==> src/rtl/envelope_stream_reader_if.sv <==
// Word-level links of the envelope stream reader: the interval-result strobe from the
// min/max engine and the framed valid/ready word stream toward the host link.
interface envelope_stream_reader_if;
  logic               in_valid;
  logic signed [31:0] in_max;
  logic signed [31:0] in_min;
  logic               in_last;
  logic               out_valid;
  logic               out_ready;
  logic        [31:0] out_data;
  logic               out_last;

  modport slave (
    input  in_valid, in_max, in_min, in_last, out_ready,
    output out_valid, out_data, out_last
  );

  modport master (
    output in_valid, in_max, in_min, in_last, out_ready,
    input  out_valid, out_data, out_last
  );
endinterface

==> src/rtl/envelope_stream_reader.sv <==
// Captures per-interval (max, min) results into a FIFO and streams each one out as a
// three-word frame (header, max, min); results arriving with the FIFO full are dropped.
module envelope_stream_reader #(
  parameter int DEPTH = 16,
  parameter int IDX_W = 7
) (
  input  logic                    clk,
  input  logic                    reset_n,
  input  logic                    start,
  envelope_stream_reader_if.slave link,
  output logic                    done,
  output logic                    busy,
  output logic                    overflow,
  output logic [IDX_W-1:0]        intervals_sent
);
  localparam int DATA_W = 32;
  localparam int AW     = $clog2(DEPTH);
  localparam logic [15:0] HDR_TAG  = 16'hE4E0;
  localparam logic [AW:0] CNT_ONE  = (AW+1)'(1);
  localparam logic [AW:0] CNT_FULL = (AW+1)'(DEPTH);

  typedef enum logic [1:0] {IDLE, HDR, MAX, MIN} state_t;

  typedef struct packed {
    logic                     last;
    logic [IDX_W-1:0]         idx;
    logic signed [DATA_W-1:0] max;
    logic signed [DATA_W-1:0] min;
  } entry_t;

  function automatic logic [DATA_W-1:0] make_header(input logic [IDX_W-1:0] idx);
    logic [DATA_W-1:0] w;
    w = '0;
    w[DATA_W-1 -: 16] = HDR_TAG;
    w[IDX_W-1:0]      = idx;
    return w;
  endfunction

  entry_t            mem [DEPTH];
  logic [AW-1:0]     wr_ptr, rd_ptr, rd_ptr_nxt;
  logic [AW:0]       count;
  logic [IDX_W-1:0]  wr_idx, idx_base, next_idx;
  logic              overflow_q;
  logic [IDX_W-1:0]  sent_q;

  state_t            state_q, state_d;
  logic [DATA_W-1:0] data_q, data_d;
  logic              last_q, last_d;
  logic              done_q, done_d;

  entry_t            head;
  logic              accept, pop, full, wr_en, drop, start_ok;

  assign rd_ptr_nxt = rd_ptr + 1'b1;
  assign head       = mem[rd_ptr];
  assign next_idx   = mem[rd_ptr_nxt].idx;

  assign link.out_valid = (state_q != IDLE);
  assign link.out_data  = data_q;
  assign link.out_last  = last_q;
  assign done           = done_q;
  assign busy           = (count != '0) || (state_q != IDLE);
  assign overflow       = overflow_q;
  assign intervals_sent = sent_q;

  assign accept   = link.out_valid && link.out_ready;
  assign start_ok = start && !busy;
  assign full     = (count == CNT_FULL);
  // A full FIFO still takes a write when the head is popped in the same cycle.
  assign wr_en    = link.in_valid && (!full || pop);
  assign drop     = link.in_valid && !wr_en;
  assign idx_base = start_ok ? '0 : wr_idx;

  always_comb begin
    state_d = state_q;
    data_d  = data_q;
    last_d  = last_q;
    done_d  = 1'b0;
    pop     = 1'b0;
    case (state_q)
      IDLE: begin
        if (count != '0) begin
          state_d = HDR;
          data_d  = make_header(head.idx);
          last_d  = 1'b0;
        end
      end
      HDR: begin
        if (accept) begin
          state_d = MAX;
          data_d  = $unsigned(head.max);
        end
      end
      MAX: begin
        if (accept) begin
          state_d = MIN;
          data_d  = $unsigned(head.min);
          last_d  = head.last;
        end
      end
      MIN: begin
        if (accept) begin
          pop    = 1'b1;
          done_d = last_q;
          last_d = 1'b0;
          // Chain straight into the next header when another entry is already stored.
          if (count > CNT_ONE) begin
            state_d = HDR;
            data_d  = make_header(next_idx);
          end else begin
            state_d = IDLE;
            data_d  = '0;
          end
        end
      end
      default: state_d = IDLE;
    endcase
  end

  always_ff @(posedge clk or negedge reset_n) begin
    if (!reset_n) begin
      state_q    <= IDLE;
      data_q     <= '0;
      last_q     <= 1'b0;
      done_q     <= 1'b0;
      wr_ptr     <= '0;
      rd_ptr     <= '0;
      count      <= '0;
      wr_idx     <= '0;
      overflow_q <= 1'b0;
      sent_q     <= '0;
    end else begin
      state_q <= state_d;
      data_q  <= data_d;
      last_q  <= last_d;
      done_q  <= done_d;
      if (wr_en) wr_ptr <= wr_ptr + 1'b1;
      if (pop)   rd_ptr <= rd_ptr_nxt;
      case ({wr_en, pop})
        2'b10:   count <= count + CNT_ONE;
        2'b01:   count <= count - CNT_ONE;
        default: count <= count;
      endcase
      // Index advances on every strobe, so a dropped result leaves a gap in the headers.
      wr_idx <= idx_base + IDX_W'(link.in_valid);
      if (start_ok)  overflow_q <= 1'b0;
      else if (drop) overflow_q <= 1'b1;
      if (start_ok) sent_q <= '0;
      else if (pop) sent_q <= sent_q + 1'b1;
    end
  end

  always_ff @(posedge clk) begin
    if (wr_en) begin
      mem[wr_ptr] <= '{last: link.in_last, idx: idx_base, max: link.in_max, min: link.in_min};
    end
  end
endmodule

==> src/flat_wrapper.sv <==
// flat-port wrapper written by rule: the top's interface ports become plain ports
module envelope_stream_reader_flat 
#(
  parameter int DEPTH = 16,
  parameter int IDX_W = 7
)
  (clk, reset_n, start, done, busy, overflow, intervals_sent, link_in_valid, link_in_max, link_in_min, link_in_last, link_out_ready, link_out_valid, link_out_data, link_out_last);
  envelope_stream_reader_if link_i ();
  input  logic clk;
  input  logic reset_n;
  input  logic start;
  output logic done;
  output logic busy;
  output logic overflow;
  output logic [IDX_W-1:0] intervals_sent;
  input wire logic [$bits(link_i.in_valid)-1:0] link_in_valid;
  input wire logic [$bits(link_i.in_max)-1:0] link_in_max;
  input wire logic [$bits(link_i.in_min)-1:0] link_in_min;
  input wire logic [$bits(link_i.in_last)-1:0] link_in_last;
  input wire logic [$bits(link_i.out_ready)-1:0] link_out_ready;
  output wire logic [$bits(link_i.out_valid)-1:0] link_out_valid;
  output wire logic [$bits(link_i.out_data)-1:0] link_out_data;
  output wire logic [$bits(link_i.out_last)-1:0] link_out_last;
  assign link_i.in_valid = link_in_valid;
  assign link_i.in_max = link_in_max;
  assign link_i.in_min = link_in_min;
  assign link_i.in_last = link_in_last;
  assign link_i.out_ready = link_out_ready;
  assign link_out_valid = link_i.out_valid;
  assign link_out_data = link_i.out_data;
  assign link_out_last = link_i.out_last;
  envelope_stream_reader #(.DEPTH(DEPTH), .IDX_W(IDX_W)) u_core (.clk(clk), .reset_n(reset_n), .start(start), .link(link_i), .done(done), .busy(busy), .overflow(overflow), .intervals_sent(intervals_sent));
endmodule
==> config.mk <==
export PLATFORM = sky130hd
export DESIGN_NAME = envelope_stream_reader_flat
export DESIGN_NICKNAME = d
export VERILOG_FILES = /design/src/rtl/envelope_stream_reader_if.sv /design/src/rtl/envelope_stream_reader.sv /design/src/flat_wrapper.sv
export SDC_FILE = /design/constraint.sdc
export NUM_CORES = 1
export LEC_CHECK = 0
export CORE_MARGIN = 5
export CORE_UTILIZATION = 35
export DETAILED_ROUTE_END_ITERATION = 10
export PLACE_DENSITY = 0.48
export SYNTH_ARGS = -nofsm -noshare
export SYNTH_HDL_FRONTEND = slang
export SYNTH_SLANG_ARGS = --single-unit
==> constraint.sdc <==
create_clock -name clk -period 10.42 [get_ports clk]
set_input_delay 1.563 -clock clk [delete_from_list [all_inputs] [get_ports clk]]
set_output_delay 1.563 -clock clk [all_outputs]
set_load 0.01 [all_outputs]
==> results of run 1 <==
==> metrics by stage <==
| stage | hold WS [ns] | cells |
|---|---|---|
| 2_1_floorplan | 0.497 | 2078 |
| 3_3_place_gp | 0.518 | 3911 |
| 3_5_place_dp | 0.523 | 3911 |
| 4_1_cts | 0.542 | 4154 |
| 5_1_grt | 0.549 | 4154 |
| 6_report | 0.536 | 4154 |
==> state kept, by name, summed over array words and instances (netlist names) <==
name / count
u_core.count: 5
u_core.done: 1
u_core.intervals_sent: 7
u_core.link.out_data: 32
u_core.link.out_last: 1
u_core.mem: 1152
u_core.overflow: 1
u_core.rd_ptr: 4
u_core.state_q: 2
u_core.wr_idx: 7
u_core.wr_ptr: 4
==> power by group through the flow <==
stage	logic (W)	clock network, W	registers (W)
floorplan	0.00289	0	0.00627
global placement	0.00427	0	0.00638
detailed placement	0.00431	0	0.00641
CTS	0.00433	0.00465	0.00631
global route	0.00452	0.00484	0.00635
finish	0.00421	0.00451	0.00630
==> worst max-delay path: stages <==
cell and delay [ns]:
clkdlybuf4s50_1 0.59, nand3b_1 0.32, nand3_1 0.21, and2_1 0.37, inv_1 0.26, nor3b_1 0.55, and2_4 0.66, buf_4 0.80
==> final timing paths <==
kind                                         start                       end  slack, ns  cells after the start
setup / recovery                    link_out_ready         u_core.mem[6][12]       5.37                      8
hold / removal             u_core.link.out_data[7]   u_core.link.out_data[7]       0.54                      1
setup reg to reg                 u_core.state_q[0]         u_core.mem[6][12]       6.03                      9
max in group asynchronous                  reset_n          u_core.rd_ptr[1]       8.49                      2
min in group asynchronous                  reset_n  u_core.link.out_data[11]       0.69                      1
hold reg to reg            u_core.link.out_data[7]   u_core.link.out_data[7]       0.54                      1
==> cells by family (layout without fill, tap and decap cells) <==
| logic type | Yosys count | after routing |
|---|---|---|
| AOI/OAI and AO/OA | 105 | 105 |
| xor gates and xnor gates | 23 | 23 |
| adders and majority gates | 17 | 17 |
| buffers and inverters | 132 | 427 |
| DFF | 1216 | 1216 |
| muxes | 414 | 414 |
| and+or+nand+nor | 171 | 171 |
==> metal layers <==
metal	vias up	global-route usage, %
li1	9243	-
met1	12100	23.5
met2	513	27.3
met3	143	3.41
met4	4	3.68
met5	-	0
==> cell type report <==
class                           instances  area [sq um]  area share (%)
Inverter                               17          63.8           0.116
Multi-Input combinational cell        730         10700            19.5
Timing Repair Buffer                  167          1570            2.86
Clock buffer                          168          3520            6.41
Tap cell                             1781          2230            4.05
Sequential cell                      1216         36200            65.8
Clock inverter                         75           649            1.18
==> Yosys cell counts, types with 17 or more instances <==
| master | number | area share [%] |
|---|---|---|
| buf_2 | 35 | 0.37 |
| nor2_1 | 53 | 0.42 |
| ha_1 | 17 | 0.45 |
| dfrtp_1 | 64 | 3.4 |
| a221o_1 | 18 | 0.38 |
| mux4_2 | 350 | 17 |
| buf_1 | 17 | 0.13 |
| edfxtp_1 | 1152 | 73 |
| a22o_1 | 20 | 0.37 |
| mux2i_1 | 58 | 1.2 |
| clkbuf_1 | 47 | 0.37 |
| nor2b_1 | 31 | 0.41 |
| nand2_1 | 32 | 0.25 |
==> results by group, run 1 <==
Outcome
  – Run status: completed

Clock network
  – CTS Hold Buffers Added: 0
  – TritonCTS Buffers: 132
  – Post-CTS sizing: 0
  – Clock Tree Root: clkbuf_16
  – Worst skew pair latency: 0.74 ns
  – H-Tree Depth: 4
  – Clock Sinks: 1216
  – # Post-CTS Setup Buffers: 0
  – CTS tree: built
  – Clock-pin slew on the worst setup and hold paths: 0.06 ns
  – Clock Path Buffers: 3

Power
  – PD cells: 273 nW/um^2
  – P_int: 0.0105 W
  – Sw frac: 29.9%
  – Register share of total power: 42.0%
  – Sw power: 0.00449 W
  – Worst IR Drop VDD: 0.219 mV
  – Leak Pwr: 17.3 nW
  – Combinational share of power: 28.0%
  – Overall Power: 0.0150 W
  – Clock power share: 30.0%

Timing
  – Worst-margin pin slew: 1.16 ns
  – Max-slew violation count: 0
  – Final WS setup: 5.37 ns
  – Final setup viols: 0
  – Tmin final: 5.05 ns
  – Clk_skew: 0.0168 ns
  – Final Hold Violating Endpoints: 0
  – Setup TNS: 0 ns
  – Worst rel slew slack: 22.7%
  – RSZ-0062 raised after global routing: false
  – Tcrit/Tclk final: 48.5%
  – FMAX: 0.198 GHz

Global routing
  – Largest net degree at the start of global routing: 110
  – Vias in the first global route: 23400
  – Initial antenna violation count: 10
  – GRT Total Usage: 16.8%
  – First-pass GRT wire length: 172 mm
  – Congestion Overflow GR: 0

Route
  – Avg WL per Cell: 28.6 um
  – Routed via count: 22000
  – Detailed Route Iter0 Violations: 1819
  – Highest routed metal layer: met5
  – First-pass iteration count of the detailed router: 7
  – Post-route DRC: 0
  – Met3 wire len: 5.53 mm
  – Vias per std cell: 5.29
  – Met2 wire len: 58.5 mm
  – Total Wirelength: 119 mm
  – Antenna Nets Post-Route: 0
  – M1 wire length: 52.6 mm

Layout
  – Design area: 55000 sq um
  – P&R area growth vs syn: 15.9%
  – Fin nets: 2351
  – Most frequent cells in the layout: edfxtp_1, mux4_2, clkbuf_16, clkdlybuf4s50_1, dfrtp_1
  – Post-layout util: 40.7%
  – Commonest non-fill, non-tap cell in the layout: edfxtp_1
  – Layout cells sized above 1: 26.0%
  – Number of diodes: 0
  – Fill cell count: 11900

Synthesis
  – Mean area per synthesized cell: 22.8 sq um
  – Part of the Yosys area used for sequential elements: 76.3%
  – Xor and xnor area share after synthesis: 0.424%
  – Synth Area in Compound Gates: 1.79%
  – Syn Inst Count: 2078
  – FFs w/ async S/R, synth: 5.26%
  – Synth unique cells: 45
  – EDFF count, synth: 1152
  – YS warnings: 0
  – Netlist Area Pre-Place: 47500 sq um
  – Post-synth top flop: edfxtp_1
  – Synth Register Bits: 1216
  – Syn_nets: 2165
  – Mux share of post-synthesis cell area: 18.0%
  – Largest family of logic cells by synthesized area: multiplexers
  – Adder-cell share of the synthesized area: 0.448%
  – Synth Area in Simple Gates: 1.78%

Setup path
  – Max FO, Critical Path: 45
  – Type of origin of the critical path: input pin
  – Setup crit end kind: register
  – Critical path class: input pin to register
  – Critical Path AT: 5.41 ns
  – Worst EP required: 10.78 ns

Die
  – Die height: 378 um
  – CORE AREA: 135000 sq um
  – Die width: 378 um
  – DIE AREA: 143000 sq um
  – Initial Util: 35.1%
  – # rows: 135
  – IO Pins: 114

Place
  – I/O Buffers: 113
  – Place WS: 4.63 ns
  – GP Congestion: 0.738
  – Post-DP HPWL: 66.7 mm
  – Placed cell areas: 50800 sq um

Min path
  – Worst hold path class: register to register

Job
  – Max Cap Violations: 0
Power figures use the tool's default switching activity.
==> run 2: changes to the inputs <==
==> constraint.sdc (replaced) <==
create_clock -name clk -period 4.71 [get_ports clk]
set_input_delay 0.7065 -clock clk [delete_from_list [all_inputs] [get_ports clk]]
set_output_delay 0.7065 -clock clk [all_outputs]
set_load 0.01 [all_outputs]
==> run 2 against run 1 <==
Largest cell class unchanged. Die area is the same. Via count grew 1.3%. Cell area grew 0.89%. Setup slack lost 4.3 ns. Non-clock buffer count grew 18. Sequential cell count is the same. Global-route usage is essentially flat. Largest power group unchanged. Clock skew grew 0.016 ns. Utilization grew 0.36 points. Final cell count grew 0.17%.
==> results by group, run 2 (same netlist as run 1, synthesis figures left out) <==
Setup path
  – Critical Path AT: 4.09 ns
  – Cell Chain, Critical Path: inv_1 -> ha_1 -> nand3b_1 -> nand3_1 -> and2_1 -> inv_1 -> nor3b_1 -> and2_4 -> buf_4
  – Critical path class: register to register
  – Most used cell, CP: inv_1
  – Worst EP required: 5.12 ns
  – Worst r2r src: u_core.state_q[0]
  – Setup crit end kind: register
  – Critical path's slowest cell: and2_4
  – Worst Path Buf+Inv: 3
  – Critical path depth: 9
  – Largest delay share family, worst path: simple AND/OR/NAND/NOR gates
  – Critical Path Max Stage Delay: 0.51 ns
  – Crit. Startpoint: u_core.state_q[0]
  – Max FO, Critical Path: 21
  – R2R cell count: 9
  – Type of origin of the critical path: register

Layout
  – Layout cells sized above 1: 27.0%
  – Most frequent cells in the layout: edfxtp_1, mux4_2, clkbuf_16, clkdlybuf4s50_1, dfrtp_1
  – Max reg flops: 1152
  – Biggest register: u_core.mem
  – Commonest non-fill, non-tap cell in the layout: edfxtp_1
  – Finished Layout Cells: 4161
  – Fin nets: 2367
  – P&R area growth vs syn: 16.9%
  – Fill cell count: 11700

Timing
  – Final setup viols: 0
  – Setup TNS: 0 ns
  – Final WS setup: 1.03 ns
  – Tmin final: 3.68 ns
  – Max-slew violation count: 0
  – FMAX: 0.272 GHz
  – Worst rel slew slack: 16.1%
  – Worst-margin pin slew: 1.26 ns
  – Clk_skew: 0.0331 ns
  – Tcrit/Tclk final: 78.1%
  – RSZ-0062 raised after global routing: false
  – Final Hold Violating Endpoints: 0

Clock network
  – Clock Path Buffers: 3
  – Worst skew pair latency: 0.76 ns
  – TritonCTS Buffers: 130
  – # Post-CTS Setup Buffers: 0
  – CTS Hold Buffers Added: 0
  – Clock-pin slew on the worst setup and hold paths: 0.06 ns
  – CTS tree: built
  – Clock Tree Root: clkbuf_16
  – Post-CTS sizing: 0
  – Clock Sinks: 1216
  – H-Tree Depth: 4

Die
  – CORE AREA: 135000 sq um
  – Initial Util: 35.1%
  – IO Pins: 114
  – DIE AREA: 143000 sq um
  – # rows: 135
  – Die height: 378 um
  – Die width: 378 um

Route
  – Routed via count: 22300
  – First-pass iteration count of the detailed router: 5
  – Avg WL per Cell: 28.6 um
  – Detailed Route Iter0 Violations: 1787
  – Vias per std cell: 5.35
  – Antenna Nets Post-Route: 0
  – Post-route DRC: 0
  – Total Wirelength: 119 mm

Global routing
  – First-pass GRT wire length: 171 mm
  – Congestion Overflow GR: 0
  – GRT Total Usage: 16.7%
  – Vias in the first global route: 23500
  – Initial antenna violation count: 4
  – Largest net degree at the start of global routing: 96

Min path
  – Worst hold path class: input pin to async pin

Power
  – PD cells: 602 nW/um^2
  – Overall Power: 0.0334 W
  – Worst IR Drop VDD: 0.412 mV
  – Leak Pwr: 17.5 nW

Place
  – Post-DP HPWL: 68.7 mm
  – I/O Buffers: 113
  – Place WS: 0.522 ns
  – GP Congestion: 0.754
  – Placed cell count: 3929

Outcome
  – Run status: completed

Job
  – Max Cap Violations: 0
run 2: area by class of cell:
class                   instances  area, sq um  share of cell area [%]
diodes                          3         7.51                  0.0135
clock buffers                 162         3490                    6.29
clock inverters                67          662                    1.19
inverters                      17         63.8                   0.115
multi-input cells             730        10800                    19.4
flip-flops and latches       1216        36200                    65.3
well taps                    1781         2230                    4.02
repair buffers                185         2060                    3.71
run 2: path summary, 6_finish.rpt:
kind / to / slack (ns)
max: u_core.mem[8][32] / 1.03
min: u_core.link.out_data[17] / 0.07
max reg2reg: u_core.mem[8][32] / 1.03
min reg2reg: u_core.link.out_data[21] / 0.51
max in group asynchronous: u_core.rd_ptr[2] / 3.64
min in group clk: u_core.link.out_data[21] / 0.51
run 2: worst register-to-register path, delay by kind of cell, from the launching register on:
family	cells	cell delay, ns
adders and majority gates	1	0.24
buffers and inverters	3	0.84
DFF	1	0.39
and+or+nand+nor	5	1.87
run 2: per-layer routing:
| metal | wire length [um] | track usage (%) | part of all wire [%] |
|---|---|---|---|
| met1 | 54100 | 23.9 | 45 |
| met2 | 56300 | 26.3 | 47 |
| met3 | 6140 | 3.39 | 5.2 |
| met4 | 2290 | 4.54 | 1.9 |
| met5 | 13 | 0 | 0.011 |
run 2: report_power, final:
group          leakage, nW  switching (W)  internal, W
registers             11.2       0.000686       0.0132
clock network         2.04        0.00413      0.00582
logic                 4.20        0.00517      0.00437
total                 17.5        0.00998       0.0234
run 2: per-stage QoR:
stage,util (%),hold slack [ns],area [sq um]
2_1_floorplan,-,0.411,47500
3_3_place_gp,38.0,0.488,51300
3_5_place_dp,38.0,0.496,51300
4_1_cts,41.1,0.0314,55500
5_1_grt,41.1,0.0825,55500
6_report,41.1,0.0725,55500
==> run 3: changes to the inputs <==
--- a/config.mk
+++ b/config.mk
@@ -8,7 +8,7 @@
 export CORE_MARGIN = 5
 export CORE_UTILIZATION = 35
 export DETAILED_ROUTE_END_ITERATION = 10
-export PLACE_DENSITY = 0.48
+export PLACE_DENSITY = 0.5
 export SYNTH_ARGS = -nofsm -noshare
 export SYNTH_HDL_FRONTEND = slang
 export SYNTH_SLANG_ARGS = --single-unit
==> constraint.sdc (replaced) <==
create_clock -name clk -period 3.2 [get_ports clk]
set_input_delay 0.48 -clock clk [delete_from_list [all_inputs] [get_ports clk]]
set_output_delay 0.48 -clock clk [all_outputs]
set_load 0.01 [all_outputs]
==> run 3 against run 2 <==
Utilization increased by 0.46 points. Global-route usage increased by 0.15 points. Power increased by 49%. Worst hold slack improved by 0.21 ns. Die area unchanged. Register-to-register slack got worse by 0.82 ns. Wire length increased by 0.96%. Final cell count increased by 1.3%. Via count increased by 1.1%. Sequential share of layout area decreased by 0.72 points. Fmax increased by 23%. Setup slack got worse by 0.82 ns.
==> results by group, run 3 (same netlist as run 1, synthesis figures left out) <==
Setup path
  – Setup crit end kind: register
  – Critical path class: register to register
  – Worst EP required: 3.82 ns
  – Worst Path Buf+Inv: 2
  – Critical Path Max Stage Delay: 0.65 ns
  – Largest delay share family, worst path: compound AO/OA/AOI/OAI gates
  – Type of origin of the critical path: register
  – Critical Path AT: 3.61 ns
  – Cell Chain, Critical Path: buf_12 -> mux4_2 -> a22oi_1 -> nand2_1 -> a2111oi_1 -> buf_4 -> a221oi_1
  – Max FO, Critical Path: 27
  – Critical path's slowest cell: a2111oi_1

Timing
  – Final Hold Violating Endpoints: 0
  – Worst rel slew slack: 16.6%
  – Clk_skew: 0.0283 ns
  – Tmin final: 2.99 ns
  – Setup TNS: 0 ns
  – RSZ-0062 raised after global routing: false
  – Worst-margin pin slew: 1.25 ns
  – Final setup viols: 0
  – FMAX: 0.335 GHz
  – Tcrit/Tclk final: 93.4%
  – Max-slew violation count: 0

Global routing
  – Vias in the first global route: 23900
  – Congestion Overflow GR: 0
  – First-pass GRT wire length: 173 mm
  – Largest net degree at the start of global routing: 98
  – GRT Total Usage: 16.9%
  – Initial antenna violation count: 7

Clock network
  – Clock Path Buffers: 3
  – TritonCTS Buffers: 131
  – CTS tree: built
  – Clock-pin slew on the worst setup and hold paths: 0.06 ns
  – H-Tree Depth: 4
  – Clock Tree Root: clkbuf_16
  – Worst skew pair latency: 0.76 ns
  – Clock Sinks: 1216

Job
  – Max Cap Violations: 0

Route
  – Avg WL per Cell: 28.5 um
  – First-pass iteration count of the detailed router: 5
  – Antenna Nets Post-Route: 0
  – Vias per std cell: 5.34
  – Post-route DRC: 0
  – Detailed Route Iter0 Violations: 1738
  – Total Wirelength: 120 mm
  – Routed via count: 22500

Place
  – GP Congestion: 0.761
  – Placed cell count: 3973
  – Post-DP HPWL: 69.3 mm
  – I/O Buffers: 113

Die
  – Die width: 378 um
  – Initial Util: 35.1%
  – DIE AREA: 143000 sq um
  – # rows: 135
  – IO Pins: 114
  – Die height: 378 um
  – CORE AREA: 135000 sq um

Min path
  – Worst hold path class: input pin to async pin

Layout
  – Most frequent cells in the layout: edfxtp_1, mux4_2, clkbuf_16, clkdlybuf4s50_1, buf_4
  – Biggest register: u_core.mem
  – Finished Layout Cells: 4214
  – Layout cells sized above 1: 28.8%
  – Fill cell count: 11800
  – Fin nets: 2416
  – P&R area growth vs syn: 18.2%
  – Max reg flops: 1152
  – Commonest non-fill, non-tap cell in the layout: edfxtp_1

Power
  – Worst IR Drop VDD: 0.792 mV
  – Leak Pwr: 17.8 nW
  – Overall Power: 0.0497 W
  – PD cells: 886 nW/um^2

Outcome
  – Run status: completed
-- run 3: path summary, 6_finish.rpt --
path	to	slack (ns)	cells after the start	startpoint
max reg2reg	u_core.link.out_data[3]	0.21	7	u_core.rd_ptr[0]
max	u_core.link.out_data[3]	0.21	7	u_core.rd_ptr[0]
min reg2reg	u_core.overflow	0.54	2	u_core.overflow
min	u_core.link.out_data[18]	0.29	2	reset_n
min in group clk	u_core.overflow	0.54	2	u_core.overflow
max in group asynchronous	u_core.link.out_data[26]	2.24	3	reset_n
-- run 3: worst reg2reg max path, cell delays in order (launching register included) --
cell	delay, ns
dfrtp_4	0.47
buf_12	0.25
mux4_2	0.59
a22oi_1	0.34
nand2_1	0.30
a2111oi_1	0.65
buf_4	0.20
a221oi_1	0.07
-- run 3: layout make-up --
| cell class | instances | area [sq um] | share of cell area [%] |
|---|---|---|---|
| flip-flops and latches | 1216 | 36200 | 64.5 |
| inverters | 17 | 71.3 | 0.127 |
| clock inverters | 77 | 636 | 1.13 |
| repair buffers | 233 | 2600 | 4.63 |
| diodes | 1 | 2.50 | 0.00446 |
| clock buffers | 159 | 3560 | 6.35 |
| multi-input cells | 730 | 10800 | 19.2 |
| well taps | 1781 | 2230 | 3.97 |
-- run 3: repair_timing --
action	4_1_cts	5_1_grt
endpoints found under the hold margin	23	0
pin swaps	1	0
setup endpoints to repair	38	2
buffers inserted	3	0
resized for setup	3	3
cloned	0	0
hold buffers	1	0
-- run 3: report_power, final --
| group | internal (W) | switching (W) | total [W] | leakage, nW |
|---|---|---|---|---|
| registers | 0.0195 | 0.000794 | 0.0203 | 11.2 |
| clock network | 0.00852 | 0.00619 | 0.0147 | 2.06 |
| logic | 0.00693 | 0.00779 | 0.0147 | 4.50 |
-- run 3: routing by layer --
metal  share of wire [%]  wire length, um  track usage (%)
met1                  44            52500             23.3
met2                  49            58700             27.5
met3                 5.3             6330             3.33
met4                 2.0             2430             4.69
met5               0.023               27                0
-- run 3: through the flow --
stage	instance area (sq um)	util [%]	setup slack (ns)	hold WS, ns
2_1_floorplan	47600	-	-0.918	0.184
3_3_place_gp	51800	38.4	-0.474	0.510
3_5_place_dp	51800	38.4	-0.436	0.508
4_1_cts	56100	41.5	0.00291	0.259
5_1_grt	56100	41.5	0.00699	0.313
6_report	56100	41.5	0.211	0.286
